### config.mk
export PLATFORM = sky130hd
export DESIGN_NAME = reg_bank_flat
export DESIGN_NICKNAME = d
export VERILOG_FILES = /design/src/rtl/reg_bank_if.sv /design/src/rtl/reg_bank.sv /design/src/flat_wrapper.sv
export SDC_FILE = /design/constraint.sdc
export NUM_CORES = 1
export LEC_CHECK = 0
export ABC_AREA = 1
export ABC_CLOCK_PERIOD_IN_PS = 5450
export CORE_ASPECT_RATIO = 1.25
export CORE_MARGIN = 2
export CORE_UTILIZATION = 55
export CTS_CLUSTER_DIAMETER = 150
export CTS_CLUSTER_SIZE = 8
export DETAILED_ROUTE_END_ITERATION = 8
export GPL_TIMING_DRIVEN = 0
export PLACE_DENSITY = 0.81
export SKIP_LAST_GASP = 1
export SYNTH_ARGS = -nofsm -noshare
export SYNTH_HDL_FRONTEND = slang
export SYNTH_SLANG_ARGS = --single-unit
### constraint.sdc
create_clock -name clk -period 5.45 [get_ports clk]
set_clock_uncertainty 0.2 [all_clocks]
set_input_delay 0.8175 -clock clk [delete_from_list [all_inputs] [get_ports clk]]
set_output_delay 0.8175 -clock clk [all_outputs]
set_load 0.02 [all_outputs]
### src/rtl/reg_bank_if.sv
// Bus bundle for reg_bank: write, step and dual read-port signals.
interface reg_bank_if #(
  parameter int WIDTH  = 8,
  parameter int ADDR_W = 2
);
  logic              wr_en;
  logic [ADDR_W-1:0] wr_addr;
  logic [WIDTH-1:0]  wr_data;
  logic [WIDTH-1:0]  wr_mask;
  logic              step_en;
  logic [ADDR_W-1:0] step_addr;
  logic              step_dir;
  logic              step_wrap;
  logic [ADDR_W-1:0] rd_addr_a;
  logic [ADDR_W-1:0] rd_addr_b;
  logic [WIDTH-1:0]  rd_data_a;
  logic [WIDTH-1:0]  rd_data_b;
  logic              zero_a;
  logic              neg_a;

  modport master (
    output wr_en, wr_addr, wr_data, wr_mask,
    output step_en, step_addr, step_dir,
    output rd_addr_a, rd_addr_b,
    input  step_wrap, rd_data_a, rd_data_b, zero_a, neg_a
  );

  modport slave (
    input  wr_en, wr_addr, wr_data, wr_mask,
    input  step_en, step_addr, step_dir,
    input  rd_addr_a, rd_addr_b,
    output step_wrap, rd_data_a, rd_data_b, zero_a, neg_a
  );
endinterface

### src/rtl/reg_bank.sv
// Small register bank with masked write, +/-1 step with wrap flag,
// two combinational read ports and optional write-to-read forwarding.
module reg_bank #(
  parameter int               WIDTH       = 8,
  parameter int               NUM_REGS    = 4,
  parameter logic [WIDTH-1:0] RESET_VALUE = '0,
  parameter bit               BYPASS      = 1'b1
) (
  input logic       clk,
  input logic       reset,
  reg_bank_if.slave bus
);
  localparam int              ADDR_W = $clog2(NUM_REGS);
  localparam logic [ADDR_W:0] LIMIT  = (ADDR_W + 1)'(NUM_REGS);

  logic [WIDTH-1:0] regs [NUM_REGS];

  logic             wr_hit;
  logic             step_hit;
  logic             step_wraps;
  logic [WIDTH-1:0] wr_cur;
  logic [WIDTH-1:0] wr_merged;
  logic [WIDTH-1:0] step_cur;
  logic [WIDTH-1:0] step_next;
  logic [WIDTH-1:0] rd_a;
  logic [WIDTH-1:0] rd_b;
  logic [WIDTH-1:0] out_a;

  // Decoded lookups; addresses past NUM_REGS match nothing and read as zero.
  always_comb begin
    wr_cur   = '0;
    step_cur = '0;
    rd_a     = '0;
    rd_b     = '0;
    for (int unsigned i = 0; i < NUM_REGS; i++) begin
      if (bus.wr_addr   == ADDR_W'(i)) wr_cur   = regs[i];
      if (bus.step_addr == ADDR_W'(i)) step_cur = regs[i];
      if (bus.rd_addr_a == ADDR_W'(i)) rd_a     = regs[i];
      if (bus.rd_addr_b == ADDR_W'(i)) rd_b     = regs[i];
    end
  end

  // A write to the same register as a step wins; the step is dropped.
  assign wr_hit   = bus.wr_en && ({1'b0, bus.wr_addr} < LIMIT);
  assign step_hit = bus.step_en && ({1'b0, bus.step_addr} < LIMIT) &&
                    !(wr_hit && (bus.wr_addr == bus.step_addr));

  assign wr_merged  = (wr_cur & ~bus.wr_mask) | (bus.wr_data & bus.wr_mask);
  assign step_next  = bus.step_dir ? (step_cur - 1'b1) : (step_cur + 1'b1);
  assign step_wraps = bus.step_dir ? (step_cur == '0) : (step_cur == '1);

  always_ff @(posedge clk) begin
    if (reset) begin
      for (int unsigned i = 0; i < NUM_REGS; i++) regs[i] <= RESET_VALUE;
      bus.step_wrap <= 1'b0;
    end else begin
      for (int unsigned i = 0; i < NUM_REGS; i++) begin
        if (wr_hit && (bus.wr_addr == ADDR_W'(i)))
          regs[i] <= wr_merged;
        else if (step_hit && (bus.step_addr == ADDR_W'(i)))
          regs[i] <= step_next;
      end
      bus.step_wrap <= step_hit && step_wraps;
    end
  end

  // Only writes are forwarded; step results appear after the edge.
  always_comb begin
    out_a = rd_a;
    if (BYPASS && wr_hit && (bus.wr_addr == bus.rd_addr_a)) out_a = wr_merged;
    bus.rd_data_b = rd_b;
    if (BYPASS && wr_hit && (bus.wr_addr == bus.rd_addr_b)) bus.rd_data_b = wr_merged;
  end

  assign bus.rd_data_a = out_a;
  assign bus.zero_a    = (out_a == '0);
  assign bus.neg_a     = out_a[WIDTH-1];
endmodule

### src/flat_wrapper.sv
// flat-port wrapper written by rule: the top's interface ports become plain ports
module reg_bank_flat 
#(
  parameter int               WIDTH       = 8,
  parameter int               NUM_REGS    = 4,
  parameter logic [WIDTH-1:0] RESET_VALUE = '0,
  parameter bit               BYPASS      = 1'b1
)
  (clk, reset, bus_wr_en, bus_wr_addr, bus_wr_data, bus_wr_mask, bus_step_en, bus_step_addr, bus_step_dir, bus_rd_addr_a, bus_rd_addr_b, bus_step_wrap, bus_rd_data_a, bus_rd_data_b, bus_zero_a, bus_neg_a);
  reg_bank_if #(.WIDTH(WIDTH), .ADDR_W(2)) bus_i ();
  input logic clk;
  input logic reset;
  input wire logic [$bits(bus_i.wr_en)-1:0] bus_wr_en;
  input wire logic [$bits(bus_i.wr_addr)-1:0] bus_wr_addr;
  input wire logic [$bits(bus_i.wr_data)-1:0] bus_wr_data;
  input wire logic [$bits(bus_i.wr_mask)-1:0] bus_wr_mask;
  input wire logic [$bits(bus_i.step_en)-1:0] bus_step_en;
  input wire logic [$bits(bus_i.step_addr)-1:0] bus_step_addr;
  input wire logic [$bits(bus_i.step_dir)-1:0] bus_step_dir;
  input wire logic [$bits(bus_i.rd_addr_a)-1:0] bus_rd_addr_a;
  input wire logic [$bits(bus_i.rd_addr_b)-1:0] bus_rd_addr_b;
  output wire logic [$bits(bus_i.step_wrap)-1:0] bus_step_wrap;
  output wire logic [$bits(bus_i.rd_data_a)-1:0] bus_rd_data_a;
  output wire logic [$bits(bus_i.rd_data_b)-1:0] bus_rd_data_b;
  output wire logic [$bits(bus_i.zero_a)-1:0] bus_zero_a;
  output wire logic [$bits(bus_i.neg_a)-1:0] bus_neg_a;
  assign bus_i.wr_en = bus_wr_en;
  assign bus_i.wr_addr = bus_wr_addr;
  assign bus_i.wr_data = bus_wr_data;
  assign bus_i.wr_mask = bus_wr_mask;
  assign bus_i.step_en = bus_step_en;
  assign bus_i.step_addr = bus_step_addr;
  assign bus_i.step_dir = bus_step_dir;
  assign bus_i.rd_addr_a = bus_rd_addr_a;
  assign bus_i.rd_addr_b = bus_rd_addr_b;
  assign bus_step_wrap = bus_i.step_wrap;
  assign bus_rd_data_a = bus_i.rd_data_a;
  assign bus_rd_data_b = bus_i.rd_data_b;
  assign bus_zero_a = bus_i.zero_a;
  assign bus_neg_a = bus_i.neg_a;
  reg_bank #(.WIDTH(WIDTH), .NUM_REGS(NUM_REGS), .RESET_VALUE(RESET_VALUE), .BYPASS(BYPASS)) u_core (.clk(clk), .reset(reset), .bus(bus_i));
endmodule
After elaboration in Yosys (flattened, before gate mapping)
Memories as Yosys holds them, arrays and structs flattened. Index checks and enable logic that the tools add are counted.

Add/sub/neg operators: 2. Multipliers: 0. Div/mod/pow operators: 0. $lt $le $gt $ge: 0. Equality and inequality tests: 16. Shift operators: 0. Muxes and demuxes: 58. Bitwise gates (word level): 12. Reduce and logical (&&, ||, !) cells: 20.

Operators with widths (count): 8-bit 2-to-1 mux (27); 1-bit 2-to-1 mux (31); 8-bit bitwise AND (2); 2-bit equality test, second input constant (8); 8-bit zero test (2); 1-bit logical AND (13); 8-bit by 1-bit adder with 8-bit output, second input constant (1); 2-bit by 1-bit equality test with 1-bit output, second input constant (4); 8-bit equality test, second input constant (1); 2-bit zero test (4); 8-bit NOT (1); 1-bit OR (8); 8-bit OR (1); 8-bit by 1-bit subtractor with 8-bit output, second input constant (1); 2-bit equality test (3); 1-bit zero test (1).

Flip-flop bits (word level): 1. Bits in latches: 0. Memory bits (writable): 32. Memory bits (read-only): 0. Output and inout bits: 19. Memories kept: 1.

Memory list: u_core.regs (words 4, width 8, rd ports 4, clocked after memory_dff 0, write ports 4, line reg_bank.sv:16) `logic [WIDTH-1:0] regs [NUM_REGS];`.

Logic depth before layout (Yosys ltp)
Word-level depth: 10. Mapped depth: 16.

Least setup slack after synthesis
OpenSTA, ideal clock, no wires.

Path kind: input-to-output. From: in bus_rd_addr_a[1]. To: out bus_zero_a. Data arrival time: 2149 ps. Path slack: 2283 ps. Cell stages on the path: 9. Buffers on the path: 1. Path through: clkbuf_2 xor2_1 nor2_4 inv_2 o21ai_0 nand2_1 nor2_1 nand2_1 nor2_1.

Longest elaborated chain between the ends: 7.

RTL lines: start, declared (line flat_wrapper.sv:20) `input wire logic [$bits(bus_i.rd_addr_a)-1:0] bus_rd_addr_a;`; 2-bit zero test (line reg_bank.sv:38) `if (bus.rd_addr_a == ADDR_W'(i)) rd_a = regs[i];`; 8-bit 2-to-1 mux (4 in series) (line reg_bank.sv:38); 8-bit 2-to-1 mux (*) (line reg_bank.sv:70) `if (BYPASS && wr_hit && (bus.wr_addr == bus.rd_addr_a)) out_a = wr_merged;`; named net bus_neg_a (line flat_wrapper.sv:26) `output wire logic [$bits(bus_i.neg_a)-1:0] bus_neg_a;`; 8-bit zero test (*) (line reg_bank.sv:76) `assign bus.zero_a = (out_a == '0);`; end, declared (line flat_wrapper.sv:25) `output wire logic [$bits(bus_i.zero_a)-1:0] bus_zero_a;`.

Mark *: on every way through the listed nets, which the timed path passes. The rest lies on a longest branch.

Worst setup path after layout
From: in bus_wr_addr[1]. To: out bus_rd_data_b[3].

Longest elaborated chain between the ends: 8.

RTL lines: start, declared (line flat_wrapper.sv:14) `input wire logic [$bits(bus_i.wr_addr)-1:0] bus_wr_addr;`; 2-bit zero test (line reg_bank.sv:36) `if (bus.wr_addr == ADDR_W'(i)) wr_cur = regs[i];`; 8-bit 2-to-1 mux (4 in series) (line reg_bank.sv:36); 8-bit bitwise AND (line reg_bank.sv:48) `assign wr_merged = (wr_cur & ~bus.wr_mask) | (bus.wr_data & bus.wr_mask);`; 8-bit OR (line reg_bank.sv:48); 8-bit 2-to-1 mux (*) (line reg_bank.sv:72) `if (BYPASS && wr_hit && (bus.wr_addr == bus.rd_addr_b)) bus.rd_data_b = wr_merged;`; end, declared (line flat_wrapper.sv:24) `output wire logic [$bits(bus_i.rd_data_b)-1:0] bus_rd_data_b;`.

Mark *: on every way between the ends. The rest lies on a longest branch, timed or not.

==> out/summary.log <==
qor: place.place.gp.congestion 1.021
qor: critical_path.timing.setup.critical_path_class primary input to output port
qor: floorplanning.design.core.area 5702 um^2
qor: floorplanning.die_y 89.41 um
qor: power.static-leakage-power 1.741 nW
qor: timing.fmax 228.6 MHz
qor: timing.relSlewSlack 0.5018
qor: clock_network.tritoncts_clock_tree done
qor: critical_path.crit_start bus_wr_addr[1]
qor: grt.grt_pass1_wl 16220 um
qor: grt.number_of_global_route_vias_before_repair 3492
qor: timing.fin_tns_setup 0 ns
qor: flow_run.cap_viol_max_count 0
qor: drt.drt-pass1-iter-count 8
qor: floorplanning.floorplan.initialDensity 0.5629
qor: drt.drc_errors 0
qor: logic_synthesis.yosysUniqueCellTypes 37
qor: grt.groute.usage.overall 0.3244
qor: logic_synthesis.synth_async_sr_flop_share 0
qor: clock_network.cts_root_buffer clkbuf_8
qor: floorplanning.floorplan.die.width 72.33 um
qor: final_layout.post_route_cells_drive_above_1_share 0.08152
qor: logic_synthesis.net_count_after_synthesis 537
qor: final_layout.syn2layout_area_growth 18.56%
qor: clock_network.clock_path_buffers 2
qor: drt.detailedRoute.firstIterationViolations 327
qor: grt.grt_max_degree 11
qor: place.io_buffers 43
qor: timing.hold_ws 0.5551 ns
qor: clock_network.post_cts_hold_buffer_count 0
qor: critical_path.cp_data_arrival_time 3.36 ns
qor: outcome.run_status complete, no violations
qor: drt.vias 3654
qor: critical_path.reg2reg_from u_core.regs[1][0]
qor: final_layout.num_antenna_cells 0
qor: floorplanning.io_pins 48
qor: power.ir_drop 0.2254 mV
qor: floorplanning.design.die.area 6466 um^2
qor: clock_network.clkTransAtPathRegs 0.07 ns
qor: clock_network.clkSinkCount 33
qor: drt.wl_per_cell 16.03 um
qor: place.dp_hpwl 8073 um
qor: drt.ant_nets 0
qor: clock_network.clkLatencyLatePin 0.28 ns
qor: drt.via_per_inst 5.913
qor: final_layout.layout.cells.most_common nand2_1
qor: timing.report.final.hold_viol_count 0
qor: timing.grt_setup_unrepaired false
qor: floorplanning.num_rows 31
qor: grt.overflow 0
qor: timing.setup_violations 0
qor: logic_synthesis.yosysSeqAreaShare 0.3057
qor: clock_network.post_cts_resize_count 0
qor: final_layout.nets 587
qor: clock_network.cts_made_buffers 5
qor: logic_synthesis.number_of_enable_type_register_cells_in_the_synthesized_netlist 32
qor: clock_network.cts_max_level 2
qor: final_layout.layout_common_cells nand2_1 (186), inv_1 (65), o21ai_0 (50)
qor: critical_path.cp-start-kind primary input
qor: drt.postRouteWirelength 9909 um
qor: logic_synthesis.post_syn_area 3209 um^2
qor: worst_hold_path.hp-class register to register
qor: timing.final_max_slew_viol_count 0
qor: timing.finalWorstPathRequiredPeriod 4.374 ns
qor: logic_synthesis.ys_ff_latch 33
qor: worst_hold_path.worstHoldStart u_core.regs[3][2]
qor: power.p_per_area 211.5 nW/um^2
qor: critical_path.setup.worst_path.end_class output port
qor: logic_synthesis.synth_warnings 0
qor: logic_synthesis.syn-instance-count 501
qor: critical_path.worstPathMaxFanout 10
qor: logic_synthesis.syn-mean-instance-area 6.406 um^2
qor: grt.antenna_violations_before_repair 0
qor: critical_path.worst_ep_required_time 4.43 ns
qor: clock_network.post_cts.repair.setup_buffers 0
qor: timing.max_slew.worst_pin.slew 0.7433 ns
qor: logic_synthesis.postSynth.topFlopCell edfxtp_1
qor: timing.final_period_util 0.8025
[final timing paths]
check / end / slack, ns / cells after the start
setup reg to reg: u_core.regs[1][6] / 2.71 / 14
setup / recovery: bus_rd_data_b[3] / 1.08 / 10
hold reg to reg: u_core.bus.step_wrap / 0.56 / 5
hold / removal: u_core.bus.step_wrap / 0.56 / 5
[critical path, stage by stage]
cell and delay (ns):
clkdlybuf4s50_1 0.43, buf_4 0.19, nor2_1 0.53, nand2_1 0.11, o21ai_0 0.11, nor2_1 0.08, nand2_1 0.09, nand2_1 0.14
o21ai_0 0.22, clkdlybuf4s50_1 0.64
[per-stage QoR]
| step | power, W | utilization | worst slack (ns) | area [um^2] | std cells |
|---|---|---|---|---|---|
| 5_1_grt | 0.0008473 | 0.6673 | 0.9663 | 3805 | 618 |
| 6_report | 0.0008047 | 0.6673 | 1.076 | 3805 | 618 |
| 4_1_cts | 0.0007967 | 0.6673 | 1.184 | 3805 | 618 |
| 3_3_place_gp | 0.0006192 | 0.6528 | 1.226 | 3722 | 610 |
| 2_1_floorplan | 0.0005142 | - | 2.283 | 3209 | 501 |
| 3_5_place_dp | 0.0006268 | 0.6528 | 1.186 | 3722 | 610 |
[sequential cells by signal, summed over array words and instances (netlist names)]
register              cells
u_core.regs              32
u_core.bus.step_wrap      1
[report_power, final]
group          total (W)  switching, W  internal, W  leakage, nW
Combinational   0.000309      0.000193     0.000116         1.35
Sequential      0.000319     0.0000184     0.000300        0.344
Clock           0.000177     0.0000884    0.0000885       0.0450
Total           0.000805      0.000300     0.000504         1.74
[cell type report]
type	count	area (um^2)
Sequential cell	33	980.9
Clock buffer	6	72.57
Multi-Input combinational cell	389	1898
Clock inverter	2	10.01
Inverter	71	267.8
Fill cell	526	1897
Buffer	8	62.56
Timing Repair Buffer	43	430.4
Tap cell	66	82.58
[per-layer routing]
| layer | wire (um) | vias to the layer above | track usage |
|---|---|---|---|
| met2 | 4979 | 211 | 0.5955 |
| met4 | 219 | 0 | 0.1149 |
| li1 | - | 1762 | - |
| met3 | 823 | 29 | 0.03269 |
| met1 | 3886 | 1652 | 0.3925 |
| met5 | 0 | - | 0 |
[cells in the mapped netlist, types with 3 or more instances]
master / instances / area [um^2]
nor3_1: 3 / 15.01
a21oi_1: 10 / 50.05
o211ai_1: 6 / 45.04
buf_6: 3 / 33.78
nand2_2: 7 / 43.79
ha_1: 6 / 75.07
inv_2: 5 / 18.77
o22ai_1: 7 / 43.79
nor2_1: 28 / 105.1
nand2_1: 186 / 698.2
nand4_1: 7 / 43.79
or2_2: 9 / 56.30
o2111ai_1: 6 / 52.55
edfxtp_1: 32 / 960.9
nor2_4: 3 / 33.78
inv_1: 65 / 244.0
nand3_1: 44 / 220.2
o21ai_0: 50 / 250.2
[logic make-up (layout without fill, tap and decap cells)]
| group | after synthesis | in the layout | synth area share |
|---|---|---|---|
| AND/OR/NAND/NOR | 295 | 295 | 0.4004 |
| AO/OA/AOI/OAI | 82 | 82 | 0.1454 |
| buffers and inverters | 79 | 130 | 0.1029 |
| flip-flops | 33 | 33 | 0.3057 |
| XOR/XNOR | 5 | 5 | 0.01599 |
| adder cells (fa/ha/maj) | 7 | 7 | 0.02963 |
(Power assumes the default switching activity.)
